[config.mk]
export PLATFORM = sky130hd
export DESIGN_NAME = ex_muldiv_unit_flat
export DESIGN_NICKNAME = d
export VERILOG_FILES = /design/src/rtl/ex_muldiv_unit_if.sv /design/src/rtl/ex_muldiv_unit.sv /design/src/flat_wrapper.sv
export SDC_FILE = /design/constraint.sdc
export NUM_CORES = 1
export LEC_CHECK = 0
export ABC_AREA = 1
export BUFFER_PORTS_ARGS = -buffer_cell sky130_fd_sc_hd__clkbuf_2
export CORE_MARGIN = 2
export CORE_UTILIZATION = 40
export DETAILED_ROUTE_END_ITERATION = 12
export GPL_TIMING_DRIVEN = 0
export PLACE_DENSITY = 0.59
export SLEW_MARGIN = 20
export SYNTH_ARGS = -nofsm -noshare
export SYNTH_HDL_FRONTEND = slang
export SYNTH_SLANG_ARGS = --single-unit
[constraint.sdc]
create_clock -name i_Clk -period 2.65 [get_ports i_Clk]
set_input_delay 0.53 -clock i_Clk [delete_from_list [all_inputs] [get_ports i_Clk]]
set_output_delay 0.53 -clock i_Clk [all_outputs]
set_load 0.02 [all_outputs]
[src/rtl/ex_muldiv_unit_if.sv]
// rtl/ex_muldiv_unit_if.sv - request/result bundle between the execute stage and the mul/div unit
//
// Signals:
//   i_Start   request, capture operands/function this cycle
//   i_Func    operation select (MUL, MULH, MULHU, DIV, DIVU, REM, REMU, reserved)
//   i_Op1     multiplicand / dividend
//   i_Op2     multiplier / divisor
//   i_Flush   abort the in-flight operation
//   o_Busy    stall request while iterating
//   o_Valid   one-cycle pulse, o_Result holds a new result
//   o_Result  result, held until the next o_Valid
// Modports: master = execute stage (drives requests), slave = mul/div unit.

interface ex_muldiv_unit_if #(
    parameter int WIDTH = 32
);
    logic             i_Start;
    logic [2:0]       i_Func;
    logic [WIDTH-1:0] i_Op1;
    logic [WIDTH-1:0] i_Op2;
    logic             i_Flush;
    logic             o_Busy;
    logic             o_Valid;
    logic [WIDTH-1:0] o_Result;

    modport master (
        output i_Start, i_Func, i_Op1, i_Op2, i_Flush,
        input  o_Busy, o_Valid, o_Result
    );

    modport slave (
        input  i_Start, i_Func, i_Op1, i_Op2, i_Flush,
        output o_Busy, o_Valid, o_Result
    );
endinterface

[src/rtl/ex_muldiv_unit.sv]
// rtl/ex_muldiv_unit.sv - iterative one-bit-per-cycle multiply/divide unit for the execute stage
//
// Ports:
//   i_Clk   clock, all state updates on the rising edge
//   i_Rst   synchronous active-high reset
//   bus     ex_muldiv_unit_if.slave: i_Start/i_Func/i_Op1/i_Op2/i_Flush in,
//           o_Busy/o_Valid/o_Result out (all outputs registered)
// Fixed latency of WIDTH+1 cycles from the accepted start to the o_Valid pulse,
// for every function including divide-by-zero, overflow and the reserved code.

module ex_muldiv_unit #(
    parameter int WIDTH = 32
) (
    input  logic              i_Clk,
    input  logic              i_Rst,
    ex_muldiv_unit_if.slave   bus
);
    localparam int CW = $clog2(WIDTH) + 1;
    localparam logic [CW-1:0] LAST = CW'(WIDTH);

    localparam logic [2:0] F_MUL   = 3'b000;
    localparam logic [2:0] F_MULH  = 3'b001;
    localparam logic [2:0] F_MULHU = 3'b010;
    localparam logic [2:0] F_DIV   = 3'b011;
    localparam logic [2:0] F_DIVU  = 3'b100;
    localparam logic [2:0] F_REM   = 3'b101;
    localparam logic [2:0] F_REMU  = 3'b110;

    typedef enum logic [1:0] {
        S_IDLE = 2'd0,
        S_CALC = 2'd1,
        S_DONE = 2'd2
    } state_t;

    state_t           state;
    logic [2:0]       func_q;
    logic [CW-1:0]    cnt;
    // Multiply: acc_hi:acc_lo is the running product, acc_lo starts as the multiplier.
    // Divide:   acc_hi is the partial remainder, acc_lo shifts dividend out / quotient in.
    logic [WIDTH-1:0] acc_hi;
    logic [WIDTH-1:0] acc_lo;
    logic [WIDTH-1:0] opb;          // multiplicand or divisor
    logic             neg_q;        // negate product / quotient at the end
    logic             neg_r;        // negate remainder at the end (dividend sign)
    logic             busy_q;
    logic             valid_q;
    logic [WIDTH-1:0] result_q;

    function automatic logic [WIDTH-1:0] mag(input logic [WIDTH-1:0] v);
        return v[WIDTH-1] ? -v : v;
    endfunction

    logic is_signed_func;
    logic is_mul_func;
    assign is_signed_func = (bus.i_Func == F_MULH) || (bus.i_Func == F_DIV) || (bus.i_Func == F_REM);
    assign is_mul_func    = (func_q == F_MUL) || (func_q == F_MULH) || (func_q == F_MULHU);

    // One shift-add multiply step and one restoring divide step.
    logic [WIDTH:0]   mul_sum;
    logic [WIDTH:0]   div_shift;
    logic             div_ge;
    logic [WIDTH:0]   div_diff;

    always_comb begin
        mul_sum   = {1'b0, acc_hi} + (acc_lo[0] ? {1'b0, opb} : '0);
        div_shift = {acc_hi, acc_lo[WIDTH-1]};
        div_ge    = (div_shift >= {1'b0, opb});
        div_diff  = div_shift - {1'b0, opb};
    end

    // Final result selection. The high half of a negated 2*WIDTH product is
    // ~hi plus the carry out of ~lo+1, which only happens when lo is zero.
    logic [WIDTH-1:0] mulh_signed;
    logic [WIDTH-1:0] quot;
    logic [WIDTH-1:0] remv;
    logic [WIDTH-1:0] final_res;

    always_comb begin
        mulh_signed = neg_q ? (~acc_hi + {{(WIDTH-1){1'b0}}, (acc_lo == '0)}) : acc_hi;
        quot        = neg_q ? -acc_lo : acc_lo;
        remv        = neg_r ? -acc_hi : acc_hi;
        final_res   = '0;
        case (func_q)
            F_MUL:         final_res = acc_lo;
            F_MULH:        final_res = mulh_signed;
            F_MULHU:       final_res = acc_hi;
            // A zero divisor leaves an all-ones quotient, but the signed
            // negation would spoil it, so force it explicitly.
            F_DIV, F_DIVU: final_res = (opb == '0) ? '1 : quot;
            F_REM, F_REMU: final_res = remv;
            default:       final_res = '0;
        endcase
    end

    always_ff @(posedge i_Clk) begin
        if (i_Rst) begin
            state    <= S_IDLE;
            func_q   <= '0;
            cnt      <= '0;
            acc_hi   <= '0;
            acc_lo   <= '0;
            opb      <= '0;
            neg_q    <= 1'b0;
            neg_r    <= 1'b0;
            busy_q   <= 1'b0;
            valid_q  <= 1'b0;
            result_q <= '0;
        end else if (bus.i_Flush) begin
            state   <= S_IDLE;
            busy_q  <= 1'b0;
            valid_q <= 1'b0;
        end else begin
            case (state)
                S_IDLE, S_DONE: begin
                    valid_q <= 1'b0;
                    if (bus.i_Start) begin
                        func_q <= bus.i_Func;
                        cnt    <= '0;
                        acc_hi <= '0;
                        state  <= S_CALC;
                        busy_q <= 1'b1;
                        if (bus.i_Func == F_MUL || bus.i_Func == F_MULH || bus.i_Func == F_MULHU) begin
                            opb    <= is_signed_func ? mag(bus.i_Op1) : bus.i_Op1;
                            acc_lo <= is_signed_func ? mag(bus.i_Op2) : bus.i_Op2;
                        end else begin
                            opb    <= is_signed_func ? mag(bus.i_Op2) : bus.i_Op2;
                            acc_lo <= is_signed_func ? mag(bus.i_Op1) : bus.i_Op1;
                        end
                        neg_q <= is_signed_func && (bus.i_Op1[WIDTH-1] ^ bus.i_Op2[WIDTH-1]);
                        neg_r <= is_signed_func && bus.i_Op1[WIDTH-1];
                    end else begin
                        state  <= S_IDLE;
                        busy_q <= 1'b0;
                    end
                end
                S_CALC: begin
                    valid_q <= 1'b0;
                    if (cnt == LAST) begin
                        result_q <= final_res;
                        valid_q  <= 1'b1;
                        busy_q   <= 1'b0;
                        state    <= S_DONE;
                    end else begin
                        cnt <= cnt + CW'(1);
                        if (is_mul_func) begin
                            acc_hi <= mul_sum[WIDTH:1];
                            acc_lo <= {mul_sum[0], acc_lo[WIDTH-1:1]};
                        end else begin
                            acc_hi <= div_ge ? div_diff[WIDTH-1:0] : div_shift[WIDTH-1:0];
                            acc_lo <= {acc_lo[WIDTH-2:0], div_ge};
                        end
                    end
                end
                default: begin
                    state   <= S_IDLE;
                    busy_q  <= 1'b0;
                    valid_q <= 1'b0;
                end
            endcase
        end
    end

    assign bus.o_Busy   = busy_q;
    assign bus.o_Valid  = valid_q;
    assign bus.o_Result = result_q;
endmodule

[src/flat_wrapper.sv]
// flat-port wrapper written by rule: the top's interface ports become plain ports
module ex_muldiv_unit_flat 
#(
    parameter int WIDTH = 32
)
  (i_Clk, i_Rst, bus_i_Start, bus_i_Func, bus_i_Op1, bus_i_Op2, bus_i_Flush, bus_o_Busy, bus_o_Valid, bus_o_Result);
  ex_muldiv_unit_if #(.WIDTH(WIDTH)) bus_i ();
  input  logic i_Clk;
  input  logic i_Rst;
  input wire logic [$bits(bus_i.i_Start)-1:0] bus_i_Start;
  input wire logic [$bits(bus_i.i_Func)-1:0] bus_i_Func;
  input wire logic [$bits(bus_i.i_Op1)-1:0] bus_i_Op1;
  input wire logic [$bits(bus_i.i_Op2)-1:0] bus_i_Op2;
  input wire logic [$bits(bus_i.i_Flush)-1:0] bus_i_Flush;
  output wire logic [$bits(bus_i.o_Busy)-1:0] bus_o_Busy;
  output wire logic [$bits(bus_i.o_Valid)-1:0] bus_o_Valid;
  output wire logic [$bits(bus_i.o_Result)-1:0] bus_o_Result;
  assign bus_i.i_Start = bus_i_Start;
  assign bus_i.i_Func = bus_i_Func;
  assign bus_i.i_Op1 = bus_i_Op1;
  assign bus_i.i_Op2 = bus_i_Op2;
  assign bus_i.i_Flush = bus_i_Flush;
  assign bus_o_Busy = bus_i.o_Busy;
  assign bus_o_Valid = bus_i.o_Valid;
  assign bus_o_Result = bus_i.o_Result;
  ex_muldiv_unit #(.WIDTH(WIDTH)) u_core (.i_Clk(i_Clk), .i_Rst(i_Rst), .bus(bus_i));
endmodule
# Word-level counts from Yosys, hierarchy flattened
# Index checks and enable logic that the tools add are counted.
[word_totals] register_bits=143 inputBits=71 word_cells=93
[op_classes] n_addsub=8 n_lt_le_gt_ge=1 n_eq_ne=16 mux=31 n_bitwise=4 n_reduce_logical=22
[ops] op="two-way mux 32 bit" n=18
[ops] op="one-hot mux 32 bit (5 select lines)" n=1
[ops] op="negation 32 bit" n=4
[ops] op="one-hot mux 32 bit (2 select lines)" n=2
[ops] op="zero test 32 bit" n=2
[ops] op="adder 32 x 32 -> 33 bit" n=1
[ops] op="greater-or-equal comparator 33 x 32 -> 1 bit" n=1
[ops] op="adder 32 x 1 -> 32 bit" n=1
[ops] op="inverter 32 bit" n=1
[ops] op="subtractor 32 bit" n=1
[ops] op="equality test 3 x 2 -> 1 bit (second input constant)" n=4
[ops] op="equality test 3 bit (second input constant)" n=4
[ops] op="two-way mux 6 bit" n=2
[ops] op="one-hot mux 6 bit (2 select lines)" n=1
[ops] op="OR reduction 2 bit" n=4
[ops] op="adder 6 x 1 -> 6 bit (second input constant)" n=1
[ops] op="equality test 3 x 1 -> 1 bit (second input constant)" n=2
[ops] op="equality test 6 bit (second input constant)" n=1
[ops] op="zero test 3 bit" n=2
[ops] op="logical OR 1 bit" n=6
[ops] op="AND reduction 3 bit" n=2
[ops] op="two-way mux 1 bit" n=4
[ops] op="inequality test 2 bit (second input constant)" n=2
[ops] op="one-hot mux 2 bit (2 select lines)" n=1
[ops] op="other kinds (12)" n=14

# Logic depth before layout (Yosys ltp)
# Gate-level depths: netlist of the first run.
[logic_depth] word_depth=7 mapped_depth=23 depth_no_buf=22

# Worst setup path before layout of the first run
# Ideal clock, no wire load.
[synth_timing] path_kind="register to register" startpoint="reg u_core.acc_lo[0]" endpoint="reg u_core.result_q[17] (netlist: u_core.bus.o_Result[17])" setup_time_ns=0.132 t_arrival_ns=2.694 slack_ns=-0.176 path_stages_with_launch=22 path_buffers=1 cell_sequence="dfxtp_1 -> buf_2 -> inv_2 -> ha_1 -> nand3_2 -> nor2_1 -> nand2_1 -> nor2_1 -> nand3_1 -> nor3_1 -> ha_1 -> nand3_1 -> o21ai_2 -> nand2_1 -> nor2_1 -> nand2_1 -> nand3_1 -> nand2_1 -> nor2_1 -> nand2_1 -> nand2_1 -> a21oi_1"
[synth_via] elab_chain_len=4 word_cells_on_any_way=7
[synth_lines] item="start: declaration" line_no="ex_muldiv_unit.sv:41" rtl="logic [WIDTH-1:0] acc_lo;"
[synth_lines] item="start signal: assignment" line_no="ex_muldiv_unit.sv:124" rtl="acc_lo <= is_signed_func ? mag(bus.i_Op2) : bus.i_Op2;"
[synth_lines] item="start signal: assignment" line_no="ex_muldiv_unit.sv:127" rtl="acc_lo <= is_signed_func ? mag(bus.i_Op1) : bus.i_Op1;"
[synth_lines] item="start signal: assignment" line_no="ex_muldiv_unit.sv:147" rtl="acc_lo <= {mul_sum[0], acc_lo[WIDTH-1:1]};"
[synth_lines] item="zero test 32 bit or negation 32 bit (tied branches)" line_no="ex_muldiv_unit.sv:79, ex_muldiv_unit.sv:80"
[synth_lines] item="adder 32 x 1 -> 32 bit or two-way mux 32 bit (tied branches)" line_no="ex_muldiv_unit.sv:79, ex_muldiv_unit.sv:80"
[synth_lines] item="two-way mux 32 bit, on equally long branches" line_no="ex_muldiv_unit.sv:79, ex_muldiv_unit.sv:89"
[synth_lines] item="one-hot mux 32 bit (5 select lines) (*)" line_no="ex_muldiv_unit.sv:83" rtl="case (func_q)"
[synth_lines] item="end signal: assignment" line_no="ex_muldiv_unit.sv:139" rtl="result_q <= final_res;"
[synth_lines] item="end: declaration" line_no="ex_muldiv_unit.sv:47" rtl="logic [WIDTH-1:0] result_q;"
# Mark *: on every way between the ends. The rest lies on a longest branch, timed or not.
# A chain may end at the register's enable or synchronous reset.

# Worst setup path after layout of the first run
[layout_timing] startpoint="reg u_core.neg_q" endpoint="reg u_core.result_q[16] (netlist: u_core.bus.o_Result[16])"
[layout_via] elab_chain_len=3 word_cells_on_any_way=4
[layout_lines] item="start: declaration" line_no="ex_muldiv_unit.sv:43" rtl="logic neg_q;"
[layout_lines] item="start signal: assignment" line_no="ex_muldiv_unit.sv:129" rtl="neg_q <= is_signed_func && (bus.i_Op1[WIDTH-1] ^ bus.i_Op2[WIDTH-1]);"
[layout_lines] item="two-way mux 32 bit" line_no="ex_muldiv_unit.sv:80" rtl="quot = neg_q ? -acc_lo : acc_lo;"
[layout_lines] item="two-way mux 32 bit" line_no="ex_muldiv_unit.sv:89" rtl="F_DIV, F_DIVU: final_res = (opb == '0) ? '1 : quot;"
[layout_lines] item="one-hot mux 32 bit (5 select lines) (*)" line_no="ex_muldiv_unit.sv:83"
# Marked as above.

==> impl_metrics.yaml, run 1 <==
status:
  status: "finished with violations"
  violations: "negative setup slack"
place:
  dp.cells: 3828
  dpl_cell_area_um2: 18400
  numPortBuffers: 103
  routabilityCongestion: 1.03
  dpl.hpwl_mm: 72.6
yosys:
  yosysSeqAreaShare_pct: 16.6
  synth_top_flop_cell: "dfxtp_1"
  synth_top_area_share_pct: 22.9
  async_flop_share_pct: 0
  yosysTopAreaCell: "nand2_1"
  synth_area_leaders: "nand2_1, dfxtp_1, inv_1"
  netlist_instances: 3186
  ys_warn_count: 0
  mappedNetlistNets: 3331
  synth_enable_flop_cells: 0
  synthDistinctLibCells: 55
  synth_area_um2: 17100
  yosys_register_bits: 142
  syn-mean-instance-area_um2: 5.38
global_route:
  grt_max_degree: 17
  grt_pass1_vias: 20356
  grt-ovfl-total: 0
  grt_pass1_wl_mm: 129
  antenna_found_initial: 0
  grt_usage_pct: 39.4
critical_path:
  crit_buf_inv: 3
  cp_common_cell: "buf_2"
  cp_slowest_cell: "a31oi_1"
  arrival_ns: 3.44
  cp-end-kind: "register"
  path_max_fanout: 10
  path_cells: "buf_2 -> buf_2 -> buf_1 -> o211ai_1 -> a31oi_1 -> o21ai_2 -> a21oi_1"
  start_kind: "register"
  path_delay_family: "buffers and inverters"
  crit_type: "register to register"
  critical-path-max-stage-delay_ns: 0.70
  required_ns: 3.05
timing:
  slew_headroom_pct: 34.9
  worst_slew_pin_slew_ns: 0.976
  slew_viol_final: 0
  finalCriticalPeriod_ns: 3.04
  setup_ws_ns: -0.388
  rsz0062_at_grt: "true"
  finalCritPeriodShare_pct: 115
  finClkSkew_ns: 0.0266
  max_freq_ghz: 0.329
  hold_viol: 0
  hold_slack_ns: 0.356
  setup_viol: 41
detailed_routing:
  ant_nets: 0
  first_iter_violations: 2861
  firstDrtPassIters: 8
  viasPerCell: 5.75
  wl_mm: 90.7
  detail_route.wl_per_cell_um: 23.0
  drc: 0
  num_vias: 22697
die:
  die_x_um: 211
  initial_core_util_pct: 40.7
  core_um2: 42100
  ios: 105
  rows: 75
  die-area_um2: 44500
  die_h_um: 211
cts:
  cts_sinks: 142
  cts_made_buffers: 17
  clk_latency_ns: 0.49
  clk_pin_slew_ns: 0.07
  cts_buffer_depth: 2
  htree_levels: 4
  clockRootBuffer: "clkbuf_16"
  cts_tree: "built"
  hold_buffers: 0
power:
  peakVddDrop_v: 0.000522
  power_density_nw_per_um2: 364
  p_leak_nw: 10.7
finish:
  antenna_cells: 0
  multi_input_area_um2: 13900
  area.sequential_um2: 2940
  areaGrowthSynthToFinish_pct: 26.5
  stdcell_count: 3948
  finish.instance_area_um2: 21700
  fin_nets: 3541
  fillerInstances: 4497
  drive_above_1_share_pct: 20.9
hold_path:
  hp-class: "input port to register"
flow_run:
  drv_cap: 0
synth_stat cells, types with 18 or more instances:
cell type,instances
nand2_2,20
xnor2_1,19
nor3_1,36
buf_2,22
xor2_1,52
a31oi_1,20
o211ai_1,18
nor2_1,306
o21ai_0,190
clkbuf_1,75
o22ai_1,30
inv_1,439
nand2_1,1045
ha_1,72
nand3_1,279
dfxtp_1,142
nand4_1,49
a21oi_1,219
stage by stage:
| stage | TNS (ns) | util (%) | worst slack [ns] | power (mW) |
|---|---|---|---|---|
| after detailed placement | -53.15 | 43.6 | -1.35 | 5.13 |
| final | -7.67 | 51.5 | -0.388 | 7.88 |
| after global placement | -51.79 | 43.6 | -1.36 | 5.13 |
| after global routing | -12.93 | 51.5 | -0.496 | 8.20 |
| after CTS | -8.01 | 46.7 | -0.336 | 7.61 |
| after floorplan | 0 | - | 0.00174 | 4.12 |
report_power, final:
part / switching [mW] / internal, mW
sequential: 0.155 / 2.21
clock: 1.17 / 1.23
combinational: 2.18 / 0.933
repair_timing:
item | in CTS | in global routing
resized for setup | 158 | 401
pin swaps | 49 | 123
endpoints found under the hold margin | 0 | 0
buffers inserted | 31 | 60
gates cloned | 0 | 2
endpoints found under the setup margin | 84 | 65
logic make-up (layout without fill, tap and decap cells):
kind of cell	count (synthesis)	count (layout)	synth area share [%]
compound gates	530	530	17.0
flops	142	142	16.6
buf+inv	562	785	12.6
simple gates	1807	1807	44.6
fa+ha+maj	74	74	5.49
xor+xnor	71	71	3.63
cells in the final DEF, fill, tap and decap left out, types with 17 or more instances in the layout:
cell type  synthesis  final
a21oi_1          219    181
a21oi_2            4     39
a31oi_1           20     20
buf_2             22     21
buf_4              1     67
buf_6              2     19
clkbuf_1          75     73
clkbuf_16          0     19
clkbuf_2           0    103
dfxtp_1          142     96
dfxtp_2            0     29
dfxtp_4            0     17
ha_1              72     26
ha_4               0     34
inv_1            439    407
inv_2              9     32
nand2_1         1045    936
nand2_2           20     90
nand2_4            2     36
nand3_1          279    247
nand3_2            3     28
nand4_1           49     49
nor2_1           306    256
nor2_2            13     36
nor2_4             3     30
nor3_1            36     26
o211ai_1          18     18
o21ai_0          190    175
o22ai_1           30     30
xnor2_1           19     17
xor2_1            52     52
state kept, by name (all words and copies together) (netlist names):
| signal | count |
|---|---|
| u_core.state | 1 |
| u_core.cnt | 6 |
| u_core.acc_lo | 32 |
| u_core.opb | 32 |
| u_core.neg_q | 1 |
| u_core.func_q | 3 |
| u_core.bus.o_Valid | 1 |
| u_core.acc_hi | 32 |
| u_core.bus.o_Result | 32 |
| u_core.neg_r | 1 |
| u_core.bus.o_Busy | 1 |
layer usage:
layer  vias up  GRT usage (%)  part of all wire [%]
met2      1244           58.5                    42
met3       182           7.60                    11
li1      10685              -                     -
met4         0           21.0                   5.1
met1     10586           53.8                    42
met5         -              0                     0
final cells by class:
class                           instances  area share, %
Inverter                              453           7.99
Timing Repair Buffer                  193           6.19
Multi-Input combinational cell       2482           64.3
Sequential cell                       142           13.6
Clock inverter                         14          0.571
Buffer                                107           2.30
Tap cell                              539           3.11
Clock buffer                           18           1.98
path summary, 6_finish.rpt:
check / startpoint / endpoint / slack (ns) / cells after the start
setup / recovery: u_core.neg_q / u_core.bus.o_Result[16] / -0.39 / 7
hold / removal: bus_i_Func[2] / u_core.func_q[2] / 0.36 / 2
setup reg to reg: u_core.neg_q / u_core.bus.o_Result[16] / -0.39 / 7
hold reg to reg: u_core.bus.o_Result[23] / u_core.bus.o_Result[23] / 0.46 / 2
(Power assumes the default switching activity.)
==> inputs of run 2 (changes only) <==
- CTS_BUF_LIST: default -> sky130_fd_sc_hd__clkbuf_8
==> run 2 against run 1 <==
Effect of this change: critical path type unchanged; core utilization down 1.4 points; global-route usage about the same; via count down 0.63%; largest power group unchanged; sequential power hardly changed; the run still ends with negative setup slack left.
==> impl_metrics.yaml, run 2 (synthesized netlist as in run 1, its figures left out) <==
detailed_routing:
  detail_route.wl_per_cell_um: 22.8
  num_vias: 22554
  ant_nets: 0
  wl_mm: 89.7
  viasPerCell: 5.72
  first_iter_violations: 2842
  firstDrtPassIters: 6
  drc: 0
global_route:
  grt_pass1_wl_mm: 129
  grt_usage_pct: 39.5
  grt_pass1_vias: 20369
  grt_max_degree: 17
  antenna_found_initial: 0
  grt-ovfl-total: 0
power:
  p_leak_nw: 10.4
  total_power_mw: 7.19
  peakVddDrop_v: 0.000453
  power_density_nw_per_um2: 341
timing:
  finalCritPeriodShare_pct: 117
  finClkSkew_ns: 0.0315
  worst_slew_pin_slew_ns: 0.973
  rsz0062_at_grt: "true"
  finalCriticalPeriod_ns: 3.10
  setup_ws_ns: -0.449
  setup_viol: 38
  slew_headroom_pct: 35.1
  hold_slack_ns: 0.278
  slew_viol_final: 0
  hold_viol: 0
  max_freq_ghz: 0.323
place:
  routabilityCongestion: 1.03
  dpl.hpwl_mm: 72.6
  numPortBuffers: 103
  place_ws_ns: -1.35
cts:
  cts_made_buffers: 17
  htree_levels: 4
  clk_pin_slew_ns: 0.10
  clk_latency_ns: 0.57
  hold_buffers: 0
  cts_buffer_depth: 2
  cts_tree: "built"
  cts_sinks: 142
  clockRootBuffer: "clkbuf_8"
critical_path:
  crit_type: "register to register"
  cp-end-kind: "register"
  r2r-end: "u_core.bus.o_Result[16]"
  worst-r2r-cell-count: 7
  path_max_fanout: 10
  required_ns: 3.13
  startpoint: "u_core.neg_q"
  r2r_slack_ns: -0.45
  arrival_ns: 3.58
  start_kind: "register"
  regToRegStartpoint: "u_core.neg_q"
die:
  initial_core_util_pct: 40.7
  die_x_um: 211
  ios: 105
  die-area_um2: 44500
  rows: 75
  core_um2: 42100
  die_h_um: 211
finish:
  fillerInstances: 4618
  final_util_pct: 50.0
  final_cell_mix: "nand2_1, inv_1, nor2_1"
  fin_nets: 3533
  antenna_cells: 0
  areaGrowthSynthToFinish_pct: 23.0
  drive_above_1_share_pct: 19.6
  final_common_cell: "nand2_1"
  area.sequential_um2: 2930
  multi_input_area_um2: 13700
flow_run:
  drv_cap: 0
hold_path:
  holdPathStages: 2
  hp-class: "input port to register"
  min_to: "u_core.func_q[2]"
  hp-start: "bus_i_Func[2]"
status:
  violations: "negative setup slack"
  status: "finished with violations"
[run 2: changes by cell type in the layout (fill, tap and decap cells not counted), moves of 4 or more]
cell,delta
nand2_2,-4
a21oi_1,+11
a21oi_2,-10
nand2_4,-13
nand3_2,-5
clkbuf_8,+17
nand2_1,+20
buf_6,-6
clkbuf_16,-18
nor2_2,+8
nor2_4,-10
[run 2: area by class of cell]
class                   count  share of cell area [%]
clock inverters            15                   0.605
plain buffers             107                    2.39
repair buffers            185                    5.71
flip-flops and latches    142                    13.9
inverters                 453                    8.19
clock buffers              17                    1.11
multi-input cells        2482                    64.9
well taps                 539                    3.20
[run 2: metal layers]
| layer | part of all wire, % | up-vias | track usage [%] |
|---|---|---|---|
| li1 | - | 10666 | - |
| met1 | 43 | 10472 | 54.0 |
| met2 | 42 | 1229 | 58.6 |
| met3 | 10 | 187 | 7.79 |
| met4 | 5.4 | 0 | 20.3 |
| met5 | 0 | - | 0 |
[run 2: power by group]
group	internal (mW)	switching (mW)	total, mW	leakage (nW)
registers	2.21	0.146	2.36	1.18
logic	0.913	2.15	3.06	9.04
clock network	0.677	1.09	1.77	0.185
total	3.80	3.38	7.19	10.4
[run 2: worst max-delay path by stage]
stage,end,slack [ns]
after floorplan,u_core.bus.o_Result[24],0.002
after global placement,u_core.bus.o_Result[20],-1.36
after detailed placement,u_core.bus.o_Result[20],-1.35
after CTS,u_core.bus.o_Result[19],-0.34
after global routing,u_core.bus.o_Result[20],-0.49
final,u_core.bus.o_Result[16],-0.45
[run 2: what timing repair did]
action / CTS / global route
gates resized for setup: 198 / 276
pin swaps: 47 / 92
buffers inserted: 33 / 51
endpoints found under the setup margin: 84 / 64
[run 2: stage by stage]
step	setup TNS (ns)	instance area [µm²]	instances
global route	-13.43	21100	3940
detailed placement	-53.15	18400	3828
CTS	-7.04	19700	3892
floorplan	0	17200	3186
global placement	-51.79	18400	3828
finish	-7.74	21100	3940
[run 2: critical path, cell delays in order (launching register included)]
cell and delay, ns:
dfxtp_1 0.32, buf_2 0.40, buf_2 0.42, buf_1 0.63, o211ai_1 0.18, a31oi_1 0.74, o21ai_2 0.16, a21oi_1 0.15
